### src/rtl/taxi_stats_event_tx.sv
// Statistics event transmitter: per-channel saturating accumulators drained as
// AXI-stream increment records, either urgently (MSB set) or by periodic sweep.
module taxi_stats_event_tx #(
  parameter int unsigned CNT           = 8,
  parameter int unsigned INC_W         = 1,
  parameter int unsigned DATA_W        = 16,
  parameter int unsigned ID_W          = 10,
  parameter int unsigned ID_BASE       = 0,
  parameter int unsigned UPDATE_PERIOD = 1024
) (
  input  logic                 clk,
  input  logic                 rst_n,
  input  logic [CNT*INC_W-1:0] stat_inc,
  output logic [DATA_W-1:0]    m_axis_stat_tdata,
  output logic [ID_W-1:0]      m_axis_stat_tid,
  output logic                 m_axis_stat_tuser,
  output logic                 m_axis_stat_tvalid,
  input  logic                 m_axis_stat_tready,
  output logic [CNT-1:0]       stat_overflow
);

  localparam int unsigned IDX_W = (CNT > 1) ? $clog2(CNT) : 1;
  localparam int unsigned TMR_W = (UPDATE_PERIOD > 1) ? $clog2(UPDATE_PERIOD) : 1;
  localparam int unsigned SUM_W = DATA_W + 1;

  typedef enum logic {IDLE, SCAN} state_t;

  state_t            state, state_next;
  logic [DATA_W-1:0] acc      [CNT];
  logic [DATA_W-1:0] acc_next [CNT];
  logic [SUM_W-1:0]  sum      [CNT];
  logic [CNT-1:0]    ovf;
  logic [TMR_W-1:0]  timer;
  logic              wrap;
  logic              sweep_pending;
  logic [IDX_W-1:0]  idx;
  logic              idx_zero, idx_last;
  logic              out_free;
  logic              urg_any;
  logic [IDX_W-1:0]  urg_idx;
  logic              cap_en, adv, start;
  logic [IDX_W-1:0]  cap_idx;

  assign m_axis_stat_tuser = 1'b0;
  assign out_free = !m_axis_stat_tvalid || m_axis_stat_tready;
  assign idx_zero = (acc[idx] == '0);
  assign idx_last = (idx == IDX_W'(CNT - 1));
  assign wrap     = (UPDATE_PERIOD != 0) && (timer == TMR_W'(UPDATE_PERIOD - 1));

  // Lowest-index channel whose accumulator has reached half scale
  always_comb begin
    urg_any = 1'b0;
    urg_idx = '0;
    for (int i = CNT - 1; i >= 0; i--) begin
      if (acc[i][DATA_W-1]) begin
        urg_any = 1'b1;
        urg_idx = IDX_W'(i);
      end
    end
  end

  // Saturating add; a captured channel restarts from the coincident increment
  always_comb begin
    for (int i = 0; i < CNT; i++) begin
      sum[i] = SUM_W'(stat_inc[i*INC_W +: INC_W]);
      if (!(cap_en && cap_idx == IDX_W'(i)))
        sum[i] = sum[i] + SUM_W'(acc[i]);
      ovf[i]      = sum[i][DATA_W];
      acc_next[i] = ovf[i] ? '1 : sum[i][DATA_W-1:0];
    end
  end

  always_ff @(posedge clk or negedge rst_n) begin
    if (!rst_n) state <= IDLE;
    else        state <= state_next;
  end

  always_comb begin
    state_next = state;
    case (state)
      IDLE: if (!(urg_any && out_free) && sweep_pending) state_next = SCAN;
      SCAN: if (!(urg_any && out_free) && (idx_zero || out_free) && idx_last)
              state_next = IDLE;
      default: state_next = IDLE;
    endcase
  end

  always_comb begin
    cap_en  = 1'b0;
    cap_idx = '0;
    adv     = 1'b0;
    start   = 1'b0;
    case (state)
      IDLE: begin
        if (urg_any && out_free) begin
          cap_en  = 1'b1;
          cap_idx = urg_idx;
        end else if (sweep_pending) begin
          start = 1'b1;
        end
      end
      SCAN: begin
        if (urg_any && out_free) begin
          cap_en  = 1'b1;
          cap_idx = urg_idx;
        end else if (!idx_zero && out_free) begin
          cap_en  = 1'b1;
          cap_idx = idx;
          adv     = 1'b1;
        end else if (idx_zero) begin
          adv = 1'b1;
        end
      end
      default: ;
    endcase
  end

  // Sweep timer; wraps during a pending or active sweep are dropped
  always_ff @(posedge clk or negedge rst_n) begin
    if (!rst_n) begin
      timer         <= '0;
      sweep_pending <= 1'b0;
    end else begin
      if (wrap)                     timer <= '0;
      else if (UPDATE_PERIOD != 0)  timer <= timer + TMR_W'(1);
      if (start)                                      sweep_pending <= 1'b0;
      else if (wrap && state == IDLE && !sweep_pending) sweep_pending <= 1'b1;
    end
  end

  always_ff @(posedge clk or negedge rst_n) begin
    if (!rst_n) begin
      for (int i = 0; i < CNT; i++) acc[i] <= '0;
      idx                <= '0;
      m_axis_stat_tvalid <= 1'b0;
      m_axis_stat_tdata  <= '0;
      m_axis_stat_tid    <= '0;
      stat_overflow      <= '0;
    end else begin
      for (int i = 0; i < CNT; i++) acc[i] <= acc_next[i];
      stat_overflow <= ovf;
      if (start)    idx <= '0;
      else if (adv) idx <= idx_last ? '0 : idx + IDX_W'(1);
      if (cap_en) begin
        m_axis_stat_tvalid <= 1'b1;
        m_axis_stat_tdata  <= acc[cap_idx];
        m_axis_stat_tid    <= ID_W'(ID_BASE) + ID_W'(cap_idx);
      end else if (m_axis_stat_tready) begin
        m_axis_stat_tvalid <= 1'b0;
      end
    end
  end

endmodule

### config.mk
export PLATFORM = sky130hd
export DESIGN_NAME = taxi_stats_event_tx
export DESIGN_NICKNAME = d
export VERILOG_FILES = /design/src/rtl/taxi_stats_event_tx.sv
export SDC_FILE = /design/constraint.sdc
export NUM_CORES = 1
export LEC_CHECK = 0
export ABC_AREA = 1
export CAP_MARGIN = 20
export CORE_ASPECT_RATIO = 1.2
export CORE_MARGIN = 2
export CORE_UTILIZATION = 35
export DETAILED_ROUTE_END_ITERATION = 10
export PLACE_DENSITY = 0.52
export RECOVER_POWER = 100
export SYNTH_ARGS = -nofsm -noshare
export SYNTH_HDL_FRONTEND = slang
export SYNTH_SLANG_ARGS = --single-unit
export TNS_END_PERCENT = 50
### constraint.sdc
create_clock -name clk -period 5.5 [get_ports clk]
set_input_delay 0.825 -clock clk [delete_from_list [all_inputs] [get_ports clk]]
set_output_delay 0.825 -clock clk [all_outputs]
set_load 0.01 [all_outputs]
Word-level counts from Yosys, hierarchy flattened --
Index checks and enable logic that the tools add are counted.
Word-level totals: register bits 171, input bits 11, output and inout port bits 36
Operators by class: add/sub/neg operators 10, order comparisons 2, eq/ne operators 9, multiplexer cells 64, bitwise logic cells 3, reduce and logical (&&, ||, !) cells 26
Operators by type and width (number):
- $mux W16 | 12
- $add A1 B16 Y17 | 8
- $mux W17 | 8
- $bmux W16 S3 | 2
- $mux W3 | 14
- $mux W1 | 24
- $logic_not A16 Y1 | 1
- $eq A3 B3 Y1 const B | 5
- $logic_and A1 B1 Y1 | 15
- $add A10 B1 Y10 const B | 1
- $eq A10 B10 Y1 const B | 1
- $mux W10 | 1
- $ge A4 B4 Y1 const B | 2
- $not A3 Y4 | 2
- $eq A3 B2 Y1 const B | 2
- $pmux W3 S2 | 1
- $reduce_bool A2 Y1 | 3
- $logic_not A1 Y1 | 4
- $pmux W1 S2 | 2
- $add A3 B1 Y3 const B | 1
- $eq A3 B1 Y1 const B | 1
- $logic_not A3 Y1 | 1
- $logic_or A1 B1 Y1 | 2
- $not A1 Y1 | 1

Longest topological paths before layout --
Gate-level depths: netlist of the first run.
word-level depth 15, depth in mapped cells 19

Least setup slack after synthesis of the first run --
OpenSTA, ideal clock, no wires.
path type input to register, from input port stat_inc[0], to register acc[119] (netlist bit), setup time 73 ps, arrival 2549 ps, data required time 5427 ps, path slack 2878 ps, stages 14, buffers on the path 1, cell sequence ha_1 -> ha_1 -> nand3_2 -> nor3_2 -> nand2_1 -> nor2_2 -> nand3_2 -> nor2_2 -> nand4_1 -> or2_4 -> nor2_4 -> inv_2 -> buf_6 -> a21oi_2
RTL lines:
- start: declaration | line 13 | input logic [CNT*INC_W-1:0] stat_inc,
- end: declaration | line 29 | logic [DATA_W-1:0] acc [CNT];

==> flow_summary.toml, run 1 <==
[status]
run_status = "finished, violations left"
violations_in_the_final_reports = "capacitance limit, slew limit"

[drt]
dr.pass1.iters = 5
detail_route.wirelength_um = 29310
routed_wl_per_cell_um = 15.32
vias = 9310
antenna_left = 0
routed_via_density = 4.867
drt_first_iter_violations = 586
drc = 0

[cts]
clockBufferDepth = 2
clk_pin_slew_ns = 0.07
post-cts-setup-buffer-count = 0
cts-resized-gates = 0
cts_tree = "yes"
htree_levels = 4
tritoncts.num_buffers = 17
insertion_delay_ns = 0.44
cts.sink_count = 171
post_cts_hold_buffer_count = 0
cts.root.buffer_cell = "clkbuf_16"

[critical_path]
worstSetupStartpointType = "flop"
cp-end-kind = "flop"
worst-endpoint-required_ns = 5.82
critical_path_class = "flop to flop"
path_max_fanout = 33
arrival_time_at_the_worst_endpoint_ns = 4.51

[floorplan]
floorplan.io_pins = 47
die_area_mm2 = 0.03242
core.rowCount = 70
floorplan.initialDensity_pct = 35.59
fp.dieW_um = 164.7
core_region_area_mm2 = 0.03048
die_h_um = 196.8

[power]
power_density_mw_per_mm2 = 415.0
worst_ir_drop_vdd_uv = 176.4
swShare_pct = 39.20
p_clk_share_pct = 28.5
intPower_uw = 3045
total_power_uw = 5008
power_frac_comb_pct = 32.1
power_frac_seq_pct = 39.5
switching_power_uw = 1963
pleak_uw = 0.006533

[synth]
synth_area_leaders = "dfrtp_1 39%, nand2_1 15%, inv_1 6.6%"
ys_ff_latch = 171
yosysTopAreaCell = "dfrtp_1"
synthDistinctLibCells = 52
synth_warnings = 0
share_of_the_synthesized_area_in_the_top_cell_type_pct = 39.45
synthesis.area_mm2 = 0.01085
ys_async_sr_fraction_pct = 100.0
syn-mean-instance-area_um2 = 7.270
synth_sequential_area_ratio_pct = 39.45
synth_flop_cell = "dfrtp_1"
post_synth_edffs = 0
synthesized_netlist_cell_count = 1492
yosys-top-cells-count = "426 x nand2_1, 190 x inv_1, 171 x dfrtp_1, 131 x nand3_1, 122 x nor2_1"
synthMostInstantiatedCell = "nand2_1"

[sta]
finalMaxSlewViolations = 89
rsz0062_at_grt = "no"
fin_tns_setup_ns = 0
setup_violations = 0
achievable_freq_ghz = 0.2387
finalCriticalPeriod_ns = 4.190
post-route-worst-setup-slack_ns = 1.310
fin_crit_sh_pct = 76.17
final_hold_viol_count = 0
fin_worst_skew_ns = 0.01483
max-slew-margin-rel_pct = -77.10
max_slew.worst_pin.slew_ns = 2.656

[layout]
fillers = 3269
final-seq-area_mm2 = 0.004279
fin_nets = 1534
area_growth_syn_to_layout_pct = 11.25
combined_area_of_the_multi_input_logic_cells_mm2 = 0.005361
antenna-diode-count = 0
fin_util_pct = 39.59
drive_above_1_share_pct = 6.922

[place]
placement_stage_worst_setup_slack_ns = 1.768
dp_hpwl_um = 21190
rd_place_congestion = 0.8303
placement.io_buffers = 38

[grt]
grt_antenna_before_repair = 0
globalRouteMet2Util_pct = 30.62
grt.total_usage_pct = 18.95
grt_pass1_wl_um = 48240
largest_net_degree_at_the_start_of_global_routing = 87
grt_util_met3_pct = 2.757
via_count_of_the_first_global_routing_pass = 9030
grt.overflow.total = 0
grt_max_usage_layer = "met2"
global_route_met1_utilization_pct = 26.00

[worst_hold_path]
worstHoldPathType = "input pin to async pin"

[run]
cap_viol_max_count = 2
flip-flops by register name, indices dropped and copies added (netlist names):
signal,flops
timer,10
m_axis_stat_tdata,16
sweep_pending,1
acc,128
m_axis_stat_tid,3
stat_overflow,8
state,1
m_axis_stat_tvalid,1
idx,3
power by group through the flow:
stage | sequential, uW | combinational, uW | clock [uW]
5_1_grt | 2020 | 1860 | 1510
2_1_floorplan | 1840 | 1260 | 0
3_5_place_dp | 1990 | 1640 | 0
6_report | 1980 | 1610 | 1430
4_1_cts | 1980 | 1650 | 1460
3_3_place_gp | 1990 | 1610 | 0
final timing paths:
check	start	cells after the start	to	slack [ns]
hold reg to reg	m_axis_stat_tdata[15]	2	m_axis_stat_tdata[15]	0.49
max in group asynchronous	rst_n	2	acc[117]	2.16
setup reg to reg	idx[0]	14	acc[96]	1.31
min in group clk	m_axis_stat_tdata[15]	2	m_axis_stat_tdata[15]	0.49
setup / recovery	idx[0]	14	acc[96]	1.31
hold / removal	rst_n	1	acc[78]	0.41
through the flow:
step | hold WS [ns] | cells | cell area (um2)
after detailed placement | 0.4783 | 1880 | 11450
after global placement | 0.4735 | 1880 | 11450
after global routing | 0.4740 | 1913 | 12070
after floorplan | 0.4575 | 1499 | 10870
final | 0.4120 | 1913 | 12070
after CTS | 0.4637 | 1912 | 12140
metal layers:
layer  wire, um  share of wire (%)
met1      13710                 47
met2      13780                 47
met3       1101                3.8
met4        719                2.5
met5          0                  0
critical path, stage by stage, from the launching register on:
cell	delay [ns]
dfrtp_1	0.70
inv_1	0.35
or2_0	0.28
nor2_1	0.10
nand2_1	0.07
nand2_1	0.07
nand2_1	0.04
nand3_1	0.09
nand2_1	0.13
nand4_1	0.11
nand2_1	0.67
nor2_1	0.67
nand2_1	0.47
o21ai_0	0.22
nand2_1	0.08
final cells by class:
class	instances	area share (%)
Tap cell	396	4.106
Inverter	217	6.802
Multi-Input combinational cell	1054	44.43
Sequential cell	171	35.46
Timing Repair Buffer	43	3.494
Clock buffer	19	3.754
Clock inverter	13	1.949
cell families (layout without fill, tap and decap cells):
kind of cell	Yosys count	in the layout	share of synthesized area, %
AND/OR/NAND/NOR	790	790	32.61
adder cells (fa/ha/maj)	19	19	2.192
other	1	8	0.03457
AO/OA/AOI/OAI	150	150	7.959
buffers and inverters	274	292	10.73
XOR/XNOR	87	87	7.025
flip-flops	171	171	39.45
layout by cell type, fill, tap and decap left out, types with 3 or more instances in the layout:
cell,count
nand2_1,435
nor4_1,6
clkdlybuf4s50_1,9
dlygate4sd3_1,28
a31oi_1,3
nand3_1,132
and3_1,8
bufinv_16,6
nor2_1,124
nor3_1,20
clkbuf_8,3
nor3_2,6
or2_2,5
conb_1,8
o21ai_0,76
nand4_1,19
inv_1,192
clkbuf_16,17
ha_1,19
xor2_1,63
dfrtp_1,171
inv_2,22
nor2_4,5
nand3_2,5
a21oi_1,54
inv_6,3
nor2_2,8
xnor2_1,24
or2_1,3
No activity file was read; power rests on OpenSTA's default activity.
==> inputs of run 2 (changes only) <==
Clock period 5.5 ns to 4.25 ns, I/O delays scaled along.
==> run 2 against run 1 <==
The run still ends with capacitance limit, slew limit left; non-clock buffer count grew 3; count of clock-buffer cells in the layout is 1 higher; critical path depth rose by 1; routed wire length shrank 0.79%; clock power rose by 4%; clock skew shrank 0.0037 ns; combinational power grew 32%; sequential share of layout area rose by 0.29 points; largest power group unchanged; highest routed layer unchanged.
==> flow_summary.toml, run 2 (synthesis results as in run 1) <==
[floorplan]
die_area_mm2 = 0.03242
core_region_area_mm2 = 0.03048
core.rowCount = 70
floorplan.io_pins = 47
fp.dieW_um = 164.7
floorplan.initialDensity_pct = 35.59
die_h_um = 196.8

[grt]
largest_net_degree_at_the_start_of_global_routing = 105
grt.total_usage_pct = 18.94
via_count_of_the_first_global_routing_pass = 8939
grt_pass1_wl_um = 47970
grt_antenna_before_repair = 0
grt.overflow.total = 0

[critical_path]
path_max_fanout = 18
worst-endpoint-required_ns = 4.59
critical_path_class = "flop to flop"
cp-end-kind = "flop"
worstSetupStartpointType = "flop"
arrival_time_at_the_worst_endpoint_ns = 3.88

[place]
placement.io_buffers = 38
dp_hpwl_um = 21040
rd_place_congestion = 0.8417

[layout]
most-common-layout-cells = "431 x nand2_1, 192 x inv_1, 171 x dfrtp_1"
top_regs = "acc (128), m_axis_stat_tdata (16), timer (10)"
final_common_cell = "nand2_1"
drive_above_1_share_pct = 7.368
combined_area_of_the_multi_input_logic_cells_mm2 = 0.005385
largest_register_ff_count = 128
fillers = 3257
largest_register = "acc"
antenna-diode-count = 0
fin_nets = 1537
area_growth_syn_to_layout_pct = 10.35
final-seq-area_mm2 = 0.004279

[cts]
cts.root.buffer_cell = "clkbuf_16"
htree_levels = 4
cts.sink_count = 171
cts-resized-gates = 0
post-cts-setup-buffer-count = 0
clockBufferDepth = 2
cts_tree = "yes"
tritoncts.num_buffers = 17
insertion_delay_ns = 0.45
post_cts_hold_buffer_count = 0
clk_pin_slew_ns = 0.07

[sta]
max-slew-margin-rel_pct = -84.48
worst_hold_slack_across_all_endpoints_ns = 0.4769
fin_crit_sh_pct = 83.30
finalCriticalPeriod_ns = 3.540
rsz0062_at_grt = "no"
finalMaxSlewViolations = 104
max_slew.worst_pin.slew_ns = 2.767
achievable_freq_ghz = 0.2825
fin_tns_setup_ns = 0
setup_violations = 0
fin_worst_skew_ns = 0.01111
final_hold_viol_count = 0

[status]
violations_in_the_final_reports = "capacitance limit, slew limit"
run_status = "finished, violations left"

[drt]
antenna_left = 0
routed_via_density = 4.839
detail_route.wirelength_um = 29070
wl_met3_um = 1089
m1WireLength_um = 13570
met2WireLength_um = 13690
drt_first_iter_violations = 615
dr.pass1.iters = 6
vias = 9272
max_used_layer = "met4"
routed_wl_per_cell_um = 15.17
drc = 0

[power]
switching_power_uw = 2559
pleak_uw = 0.006464
intPower_uw = 3580
worst_ir_drop_vdd_uv = 251.4
power_density_mw_per_mm2 = 512.9
total_power_uw = 6139
power_frac_seq_pct = 41.1
power_frac_comb_pct = 34.6
swShare_pct = 41.68
p_clk_share_pct = 24.3

[worst_hold_path]
worstHoldPathType = "flop to flop"

[run]
cap_viol_max_count = 1
[run 2: changes by cell type in the layout (fill, tap and decap cells not counted), moves of 2 or more]
cell / delta
nor2_1: -2
clkinvlp_4: +6
nand2_2: +4
buf_4: +3
bufinv_16: -6
nand2_1: -4
[run 2: final cells by class]
cell class | instances | share of cell area (%)
Multi-Input combinational cell | 1054 | 44.99
Sequential cell | 171 | 35.75
Inverter | 217 | 6.858
Tap cell | 396 | 4.140
Clock buffer | 20 | 3.816
Timing Repair Buffer | 46 | 3.680
Clock inverter | 12 | 0.7631
[run 2: critical path: stages (launching register included)]
cell	delay (ns)
dfrtp_1	0.70
inv_1	0.34
or2_0	0.28
nor2_1	0.08
nand2_1	0.07
nand2_1	0.08
nand2_1	0.05
nand3_1	0.11
nand2_1	0.14
nand4_1	0.12
nand2_2	0.23
clkbuf_1	0.49
nor2_8	0.26
nand2_2	0.24
o21ai_0	0.19
inv_2	0.04
[run 2: layer usage]
| layer | global-route usage (%) | vias up |
|---|---|---|
| met5 | 0 | - |
| met4 | 6.634 | 0 |
| met3 | 2.799 | 40 |
| met2 | 30.30 | 198 |
| met1 | 26.07 | 4327 |
| li1 | - | 4707 |
[run 2: power groups by stage]
stage / clock [uW] / combinational, uW / sequential [uW]
detailed placement: 0 / 2190 / 2550
finish: 1490 / 2120 / 2520
CTS: 1530 / 2200 / 2520
global placement: 0 / 2170 / 2550
floorplan: 0 / 1640 / 2380
global route: 1600 / 2470 / 2580
[run 2: worst paths after layout]
path / startpoint / to / slack, ns / cells past startpoint
min in group asynchronous: rst_n / acc[93] / 1.06 / 1
worst min-delay path: m_axis_stat_tid[2] / m_axis_stat_tid[2] / 0.48 / 2
worst min register to register: m_axis_stat_tid[2] / m_axis_stat_tid[2] / 0.48 / 2
worst max-delay path: idx[0] / acc[43] / 0.71 / 15
worst max register to register: idx[0] / acc[43] / 0.71 / 15
max in group asynchronous: rst_n / acc[52] / 1.57 / 1
[run 2: through the flow]
stage	area [um2]	instances	setup slack, ns	utilization (%)
after global placement	11490	1884	0.7275	37.71
after floorplan	10870	1499	1.816	-
final	11970	1916	0.7099	39.27
after global routing	11970	1916	0.3824	39.27
after CTS	12040	1916	1.009	39.51
after detailed placement	11490	1884	0.7507	37.71
